`src/rtl/e_pkg.sv`:
```
// Shared Execute-stage multiply types: op encodings, sequencer states and
// the operand-signedness rules for each op.
package e_pkg;

  typedef enum logic [1:0] {
    MUL_LO  = 2'b00,
    MUL_H   = 2'b01,
    MUL_HSU = 2'b10,
    MUL_HU  = 2'b11
  } mul_op_t;

  typedef enum logic [1:0] {
    IDLE = 2'b00,
    BUSY = 2'b01,
    DONE = 2'b10
  } mul_state_t;

  localparam int MUL_WIDTH = 32;
  localparam int MUL_BPC   = 4;
  localparam int MUL_ITER  = MUL_WIDTH / MUL_BPC;

  // rs1 is signed for MULH and MULHSU; rs2 only for MULH.
  function automatic logic op_a_signed(mul_op_t op);
    return (op == MUL_H) || (op == MUL_HSU);
  endfunction

  function automatic logic op_b_signed(mul_op_t op);
    return (op == MUL_H);
  endfunction

endpackage

```
`src/rtl/e_mul_seq_if.sv`:
```
// Request/response bundle between the E-stage pause controller (master)
// and the iterative multiplier (slave).
interface e_mul_seq_if #(
  parameter int WIDTH = 32
);
  logic             i_start;
  logic [1:0]       i_op;
  logic [WIDTH-1:0] i_a;
  logic [WIDTH-1:0] i_b;
  logic             i_flush;
  logic             o_pause;
  logic             o_busy;
  logic             o_done;
  logic [WIDTH-1:0] o_result;

  modport master (
    output i_start, i_op, i_a, i_b, i_flush,
    input  o_pause, o_busy, o_done, o_result
  );

  modport slave (
    input  i_start, i_op, i_a, i_b, i_flush,
    output o_pause, o_busy, o_done, o_result
  );
endinterface

```
`src/rtl/e_mul_prep.sv`:
```
// Operand sign handling: turns raw rs1/rs2 into unsigned magnitudes and the
// sign of the final product, according to the multiply op.
module e_mul_prep
  import e_pkg::*;
#(
  parameter int WIDTH = 32
) (
  input  logic [1:0]       op,
  input  logic [WIDTH-1:0] a,
  input  logic [WIDTH-1:0] b,
  output logic [WIDTH:0]   mag_a,
  output logic [WIDTH:0]   mag_b,
  output logic             neg
);

  logic signed [WIDTH:0] ext_a;
  logic signed [WIDTH:0] ext_b;

  // One extra bit keeps |most-negative| = 2^(WIDTH-1) representable.
  always_comb begin
    ext_a = {op_a_signed(mul_op_t'(op)) & a[WIDTH-1], a};
    ext_b = {op_b_signed(mul_op_t'(op)) & b[WIDTH-1], b};
    mag_a = ext_a[WIDTH] ? -ext_a : ext_a;
    mag_b = ext_b[WIDTH] ? -ext_b : ext_b;
    neg   = ext_a[WIDTH] ^ ext_b[WIDTH];
  end

endmodule

```
`src/rtl/e_mul_seq.sv`:
```
// Iterative radix-2^BPC shift-add multiplier for the Execute stage. Takes one
// op, stalls the pipeline while it iterates, then pulses done with the result.
module e_mul_seq
  import e_pkg::*;
#(
  parameter int WIDTH = 32,
  parameter int BPC   = 4
) (
  input  logic        i_clk,
  input  logic        i_rst,
  e_mul_seq_if.slave  bus
);

  localparam int ITER   = WIDTH / BPC;
  localparam int CNT_W  = (ITER > 1) ? $clog2(ITER) : 1;
  localparam int PROD_W = 2 * WIDTH;
  localparam int PART_W = WIDTH + 1 + BPC;

  mul_state_t       state;
  logic [CNT_W-1:0] cnt;
  logic [1:0]       op_q;
  logic             neg_q;
  logic [WIDTH:0]   mcand;
  logic [WIDTH:0]   mplier;
  logic [PROD_W-1:0] acc;
  logic [WIDTH-1:0] result;

  logic [WIDTH:0]    mag_a;
  logic [WIDTH:0]    mag_b;
  logic              neg;
  logic [BPC-1:0]    digit;
  logic [PART_W-1:0] partial;
  logic [PROD_W-1:0] acc_step;
  logic              start_ok;
  logic              last;
  int                shamt;

  e_mul_prep #(.WIDTH(WIDTH)) u_prep (
    .op    (bus.i_op),
    .a     (bus.i_a),
    .b     (bus.i_b),
    .mag_a (mag_a),
    .mag_b (mag_b),
    .neg   (neg)
  );

  // Apply the product sign and pick the architectural word.
  function automatic logic [WIDTH-1:0] select_word(logic [PROD_W-1:0] mag,
                                                   logic sgn, logic [1:0] op);
    logic [PROD_W-1:0] p;
    p = sgn ? (~mag + PROD_W'(1)) : mag;
    return (mul_op_t'(op) == MUL_LO) ? p[WIDTH-1:0] : p[PROD_W-1:WIDTH];
  endfunction

  always_comb begin
    start_ok = bus.i_start && !bus.i_flush;
    last     = (cnt == CNT_W'(ITER - 1));
    digit    = mplier[BPC-1:0];
    partial  = PART_W'(mcand) * PART_W'(digit);
    shamt    = int'(cnt) * BPC;
    acc_step = acc + (PROD_W'(partial) << shamt);
  end

  // Sequencer: IDLE/DONE accept a new op, BUSY consumes one digit per cycle.
  always_ff @(posedge i_clk) begin
    if (i_rst) begin
      state  <= IDLE;
      cnt    <= '0;
      acc    <= '0;
      result <= '0;
    end else begin
      case (state)
        IDLE, DONE: begin
          if (start_ok) begin
            op_q   <= bus.i_op;
            mcand  <= mag_a;
            mplier <= mag_b;
            neg_q  <= neg;
            acc    <= '0;
            cnt    <= '0;
            state  <= BUSY;
          end else begin
            cnt    <= '0;
            state  <= IDLE;
          end
        end
        BUSY: begin
          if (bus.i_flush) begin
            cnt   <= '0;
            state <= IDLE;
          end else begin
            acc    <= acc_step;
            mplier <= mplier >> BPC;
            if (last) begin
              result <= select_word(acc_step, neg_q, op_q);
              cnt    <= '0;
              state  <= DONE;
            end else begin
              cnt    <= cnt + CNT_W'(1);
            end
          end
        end
        default: begin
          cnt   <= '0;
          state <= IDLE;
        end
      endcase
    end
  end

  // Pause is combinational so the issuing instruction stalls in its own cycle.
  assign bus.o_pause  = !i_rst && ((state == BUSY) ||
                                   ((state != BUSY) && bus.i_start));
  assign bus.o_busy   = (state == BUSY);
  assign bus.o_done   = (state == DONE);
  assign bus.o_result = result;

endmodule

```
`src/flat_wrapper.sv`:
```
// flat-port wrapper written by rule: the top's interface ports become plain ports
module e_mul_seq_flat import e_pkg::*;
#(
  parameter int WIDTH = 32,
  parameter int BPC   = 4
)
  (i_clk, i_rst, bus_i_start, bus_i_op, bus_i_a, bus_i_b, bus_i_flush, bus_o_pause, bus_o_busy, bus_o_done, bus_o_result);
  e_mul_seq_if #(.WIDTH(WIDTH)) bus_i ();
  input  logic i_clk;
  input  logic i_rst;
  input wire logic [$bits(bus_i.i_start)-1:0] bus_i_start;
  input wire logic [$bits(bus_i.i_op)-1:0] bus_i_op;
  input wire logic [$bits(bus_i.i_a)-1:0] bus_i_a;
  input wire logic [$bits(bus_i.i_b)-1:0] bus_i_b;
  input wire logic [$bits(bus_i.i_flush)-1:0] bus_i_flush;
  output wire logic [$bits(bus_i.o_pause)-1:0] bus_o_pause;
  output wire logic [$bits(bus_i.o_busy)-1:0] bus_o_busy;
  output wire logic [$bits(bus_i.o_done)-1:0] bus_o_done;
  output wire logic [$bits(bus_i.o_result)-1:0] bus_o_result;
  assign bus_i.i_start = bus_i_start;
  assign bus_i.i_op = bus_i_op;
  assign bus_i.i_a = bus_i_a;
  assign bus_i.i_b = bus_i_b;
  assign bus_i.i_flush = bus_i_flush;
  assign bus_o_pause = bus_i.o_pause;
  assign bus_o_busy = bus_i.o_busy;
  assign bus_o_done = bus_i.o_done;
  assign bus_o_result = bus_i.o_result;
  e_mul_seq #(.WIDTH(WIDTH), .BPC(BPC)) u_core (.i_clk(i_clk), .i_rst(i_rst), .bus(bus_i));
endmodule
```
`config.mk`:
```
export PLATFORM = sky130hd
export DESIGN_NAME = e_mul_seq_flat
export DESIGN_NICKNAME = d
export VERILOG_FILES = /design/src/rtl/e_pkg.sv /design/src/rtl/e_mul_seq_if.sv /design/src/rtl/e_mul_prep.sv /design/src/rtl/e_mul_seq.sv /design/src/flat_wrapper.sv
export SDC_FILE = /design/constraint.sdc
export NUM_CORES = 1
export LEC_CHECK = 0
export ABC_AREA = 0
export CAP_MARGIN = 20
export CORE_MARGIN = 2
export CORE_UTILIZATION = 37
export CTS_CLUSTER_SIZE = 12
export DETAILED_ROUTE_END_ITERATION = 7
export SYNTH_ARGS = -nofsm -noshare
export SYNTH_HDL_FRONTEND = slang
export SYNTH_HIERARCHICAL = 1
export SYNTH_SLANG_ARGS = --single-unit
```
`constraint.sdc`:
```
create_clock -name i_clk -period 26 [get_ports i_clk]
set_input_delay 2.6 -clock i_clk [delete_from_list [all_inputs] [get_ports i_clk]]
set_output_delay 2.6 -clock i_clk [all_outputs]
set_load 0.01 [all_outputs]
```
### Word-level counts from Yosys, hierarchy flattened

Cells that the tools add are included.

* register bits after elaboration: 170
* input port bits: 70
* word-level logic and storage cells: 62

* $add $sub $neg: 5
* multiply operators: 1
* equality and inequality tests: 9
* shifts and indexed selects: 1
* muxes and demuxes: 14
* bitwise operators: 7
* reductions and logical operators: 16

Operators by type and width (number)
* two-way mux 64 bit: 3
* one-hot mux 64 bit (2 select lines): 1
* two-way mux 33 bit: 3
* negation 33 bit: 2
* one-hot mux 33 bit (2 select lines): 1
* adder 64 x 1 -> 64 bit, second input constant: 1
* adder 64 bit: 1
* two-way mux 32 bit: 2
* NOT 64 bit: 1
* left shift 37 x 5 -> 64 bit: 1
* multiplier 33 x 4 -> 37 bit: 1
* AND reduction 3 bit: 3
* equality test 2 x 1 -> 1 bit, second input constant: 2
* equality test 2 bit, second input constant: 2
* logical NOT 2 bit: 2
* two-way mux 2 bit: 2
* inequality test 2 x 1 -> 1 bit, second input constant: 2
* one-hot mux 2 bit (2 select lines): 1
* AND reduction 4 bit: 1
* OR reduction 4 bit: 1
* adder 3 x 1 -> 3 bit, second input constant: 1
* equality test 3 bit, second input constant: 1
* logical AND 1 bit: 3
* inequality test 3 x 2 -> 1 bit, second input constant: 1
* other kinds (9): 14

### Longest topological paths before layout

* word-level depth: 7
* gate-level depth with buffers: 36
* gate-level depth less buffers: 33

### Modules after synthesis

The synthesis kept the hierarchy.

By module, submodules not included
* e_mul_seq: instances 1, cells an instance 2281, area each 17882.2 µm², sequential area each 4093.9 µm²
* e_mul_prep: instances 1, cells an instance 217, area each 1559.0 µm², sequential area each 0.0 µm²

### Worst setup path after synthesis

No wires, ideal clock.

* path type: reg-to-reg
* start point: reg u_core.mplier[3]
* end point: reg u_core.result[14] (netlist: u_core/bus.o_result[14])
* data arrival time: 8152 ps
* required time: 25909 ps
* path slack: 17757 ps
* stages on the path, launching flop included: 32
* buffers on the path: 1
* period minus slack after synthesis: 8243 ps
* path through: edfxtp_1 clkbuf_1 and2_1 fa_1 inv_1 fa_1 inv_1 ha_1 a2111o_1 a32o_1 o2111ai_1 a31oi_1 a311o_1 a221o_1 a21oi_1 xor2_1 mux2_2 mux2i_1 mux2_2 ha_1 nand2_1 nor2_1 nand2_1 or4_1 a211oi_1 o21a_1 o2111ai_1 or3_1 nor4_1 nor2_1 mux2_1 a311oi_1

* longest elaborated chain between the ends: 7

RTL lines
* from (decl): RTL line e_mul_seq.sv:24 `logic [WIDTH:0] mplier;`
* from (signal assigned): RTL line e_mul_seq.sv:77 `mplier <= mag_b;`
* from (signal assigned): RTL line e_mul_seq.sv:93 `mplier <= mplier >> BPC;`
* multiplier 33 x 4 -> 37 bit (*): RTL line e_mul_seq.sv:59 `partial = PART_W'(mcand) * PART_W'(digit);`
* left shift 37 x 5 -> 64 bit (*): RTL line e_mul_seq.sv:61 `acc_step = acc + (PROD_W'(partial) << shamt);`
* adder 64 bit (*): RTL line e_mul_seq.sv:61
* NOT 64 bit: RTL line e_mul_seq.sv:51 `p = sgn ? (~mag + PROD_W'(1)) : mag;`
* adder 64 x 1 -> 64 bit: RTL line e_mul_seq.sv:51
* two-way mux 64 bit (*): RTL line e_mul_seq.sv:51
* two-way mux 32 bit (*): RTL line e_mul_seq.sv:52 `return (mul_op_t'(op) == MUL_LO) ? p[WIDTH-1:0] : p[PROD_W-1:WIDTH];`
* to (signal assigned): RTL line e_mul_seq.sv:95 `result <= select_word(acc_step, neg_q, op_q);`
* to (decl): RTL line e_mul_seq.sv:26 `logic [WIDTH-1:0] result;`

Every way passes the cells marked *; elsewhere a longest branch is shown, timed or not.
A chain may end at the register's enable or synchronous reset.

### Final worst setup path

Ends and elaborated chain as after synthesis.

==> metrics <==
Area growth, synth to finish=11.47%; Post-Syn Area=a little under 20000 um2; post-DR wirelength/cell=20.09 um; antenna cells=0; Starting Density=between 30% and 40%; Skew-Pair Late Insertion Delay=~490 ps; CTS Hold Bufs=0; register area share after synthesis=21.06%; static leakage=around 9.2 nW; Period minus WS final=around 10000 ps; CP required=about 26000 ps; via count=between 15k and 20k; Slew Viols, Final=0; Slew @ Worst Pin=1064 ps; outcome=completed; Mean Syn Cell Area=between 7 and 8 um2; worst-path maximum fanout=33; GRT overflow=0; hpwl dp=just over 50000 um; Hold Vio Cnt, Final=0; PortBufs=about 100; CTS Buf Count=17; Critical Path AT=~11000 ps; Synthesis Warnings=6; num ports=about 110; die width=roughly 230 um; Nets=~2.8k; maxcap violations=0; Mapped Cells=around 2.5k; vias per cell=around 5.8; gr usage total=23.93%; H-tree Lvls=4; Tightest Hold Check Type=flop to flop; Max Freq=between 90 and 100 MHz; CTS Buffer Depth=2; antenna violations before repair=0; clock sink count=170; vias in the first global route=about 18k; drt first-iter violations=1765; period utilisation layout=between 30% and 40%; CTS Root Cell=clkbuf_16; post-synth cell types=approximately 110; CP max-delay cell=edfxtp_1; setup TNS=0 ps; critical path class=flop to flop; DRT antenna net count=0; DRT Pass-1 Iters=6; CP Launch Type=flop; crit end category=flop; CTS clk-pin slew, worst paths=roughly 70 ps; Async S/R FF share, synth=0%; CTS tree=yes; Post-route DRC=0; height of the die=approximately 230 um; CP most frequent cell=nand2_1; post-CTS sizing=0; Die Area=roughly 54000 um2; flop and latch count out of synthesis=170; largest net degree at the start of global routing=slightly below 60; number of synthesized flops with an enable pin=69; top_reg_cell synth=dfxtp_1; relative slew slack=between 20% and 30%; postcts setup bufs=0; RSZ-0062 raised after global routing=false; final wirelength=about 65000 um; maximum vdd drop=between 0.00005 and 0.00006 V; max incr delay on CP=around 740 ps; final hold slack=455.0 ps; Placer Congestion=between 0.9 and 1; Power Dens Cells=between 50 and 60 nW/um2; Clock Skew=between 15 and 20 ps; Cell Rows=84; core area=about 52000 um2; # setup viols final=0; first-pass GRT wire length=between 100000 and 150000 um; layout cells sized above 1=5.968%
synthesized netlist by cell type, types with 7 or more instances:
library cell | count | area (um2)
and4_1 | 7 | 61.31
a22o_1 | 29 | 254.0
nor3_1 | 43 | 215.2
and2_1 | 137 | 857.1
mux2_2 | 26 | 292.8
a31oi_1 | 32 | 200.2
or4_1 | 8 | 60.06
o31ai_1 | 31 | 232.7
buf_2 | 9 | 45.04
a2111o_1 | 7 | 78.83
a221oi_1 | 7 | 61.31
a22oi_1 | 26 | 195.2
ha_1 | 110 | 1376
o211ai_1 | 20 | 150.1
nand4_1 | 36 | 225.2
edfxtp_1 | 69 | 2072
o21bai_1 | 18 | 135.1
buf_4 | 7 | 52.55
o22ai_1 | 15 | 93.84
xor2_1 | 63 | 551.8
a2111oi_0 | 8 | 70.07
a21o_1 | 52 | 390.4
a211oi_1 | 17 | 127.6
a21boi_0 | 7 | 52.55
and3_1 | 22 | 137.6
nand3_1 | 35 | 175.2
or3_1 | 16 | 100.1
dfxtp_1 | 101 | 2022
clkbuf_1 | 114 | 427.9
nor2_1 | 194 | 728.2
mux2i_1 | 37 | 370.4
nand2b_1 | 17 | 106.4
a21oi_1 | 164 | 820.8
nor4_1 | 21 | 131.4
or2_2 | 11 | 68.82
nand2_1 | 328 | 1231
o21ai_0 | 137 | 685.7
o211a_1 | 9 | 90.09
inv_1 | 161 | 604.3
nor2b_1 | 16 | 100.1
nor3b_1 | 8 | 60.06
fa_1 | 63 | 1261
xnor2_1 | 103 | 902.1
o21a_1 | 17 | 127.6
state kept, by name, indices dropped and copies added, names as in the netlist:
name                 flops
u_core/acc              64
u_core/neg_q             1
u_core/bus.o_result     32
u_core/cnt               3
u_core/op_q              2
u_core/mplier           33
u_core/state             2
u_core/mcand            33
final cells by class:
| type | count | area [um2] |
|---|---|---|
| clock inverters | 13 | 166.4 |
| clock buffers | 19 | 454.2 |
| repair buffers | 137 | 1304 |
| fillers | 5279 | 30560 |
| inverters | 162 | 608.1 |
| well taps | 688 | 860.8 |
| multi-input cells | 2029 | 14180 |
| flip-flops and latches | 170 | 4094 |
worst paths after layout:
kind                                                     startpoint                                    to  slack (ps)  cells past startpoint
worst min register to register  u_core/bus.o_result[4]$_SDFFE_PP0P_   u_core/bus.o_result[4]$_SDFFE_PP0P_         450                      2
worst max-delay path                     u_core/mplier[3]$_DFFE_PP_  u_core/bus.o_result[14]$_SDFFE_PP0P_       15830                     31
worst max register to register           u_core/mplier[3]$_DFFE_PP_  u_core/bus.o_result[14]$_SDFFE_PP0P_       15830                     31
worst min-delay path            u_core/bus.o_result[4]$_SDFFE_PP0P_   u_core/bus.o_result[4]$_SDFFE_PP0P_         450                      2
kinds of logic after synthesis:
group	synth area share, %
and+or+nand+nor	24.42
AOI/OAI and AO/OA	23.84
buffers and inverters	6.063
adders and majority gates	13.57
DFF	21.06
xor gates and xnor gates	7.562
muxes	3.469
other	0.01929
layout by cell type (no fill, tap or decap), types with 29 or more instances in the layout:
master and n:
buf_4 32, fa_1 63, a31oi_1 32, nand4_1 36, dfxtp_1 101, o31ai_1 31, and2_1 137, nor3_1 43
o21ai_0 137, a22o_1 29, clkdlybuf4s50_1 103, edfxtp_1 69, nor2_1 193, inv_1 161, nand2_1 328, a21oi_1 164
xor2_1 63, xnor2_1 103, mux2i_1 37, nand3_1 35, ha_1 110, a21o_1 52
metrics by stage:
| stage | setup slack (ps) | instance area, um2 | instances | util (%) | power, W |
|---|---|---|---|---|---|
| 2_1_floorplan | 17760 | 19440 | 2499 | - | 0.0007134 |
| 3_3_place_gp | 16100 | 21020 | 3185 | 40.25 | 0.0008995 |
| 3_5_place_dp | 16080 | 21020 | 3185 | 40.25 | 0.0009032 |
| 4_1_cts | 16020 | 21640 | 3217 | 41.44 | 0.001187 |
| 5_1_grt | 15150 | 21670 | 3218 | 41.49 | 0.001262 |
| 6_report | 15830 | 21670 | 3218 | 41.49 | 0.001193 |
layer usage:
metal	vias up	GRT usage [%]	wire (um)
met5	-	0	0
met4	0	10.71	2714
met3	135	3.760	3987
met2	697	38.15	28950
met1	8908	31.81	29000
li1	8931	-	-
worst max-delay path: cells and delay by family, from the launching register on:
| family | cells | cell delay [ps] |
|---|---|---|
| adder cells (fa/ha/maj) | 4 | 1830 |
| flip-flops | 1 | 740 |
| multiplexers | 4 | 960 |
| buffers and inverters | 2 | 110 |
| XOR/XNOR | 1 | 330 |
| AND/OR/NAND/NOR | 9 | 2670 |
| AO/OA/AOI/OAI | 11 | 3400 |
report_power, final:
part / internal (W) / switching, W
registers: 0.000288 / 0.00000639
clock network: 0.000155 / 0.000124
logic: 0.000214 / 0.000405
total: 0.000657 / 0.000536
No activity file was read; power rests on OpenSTA's default activity.
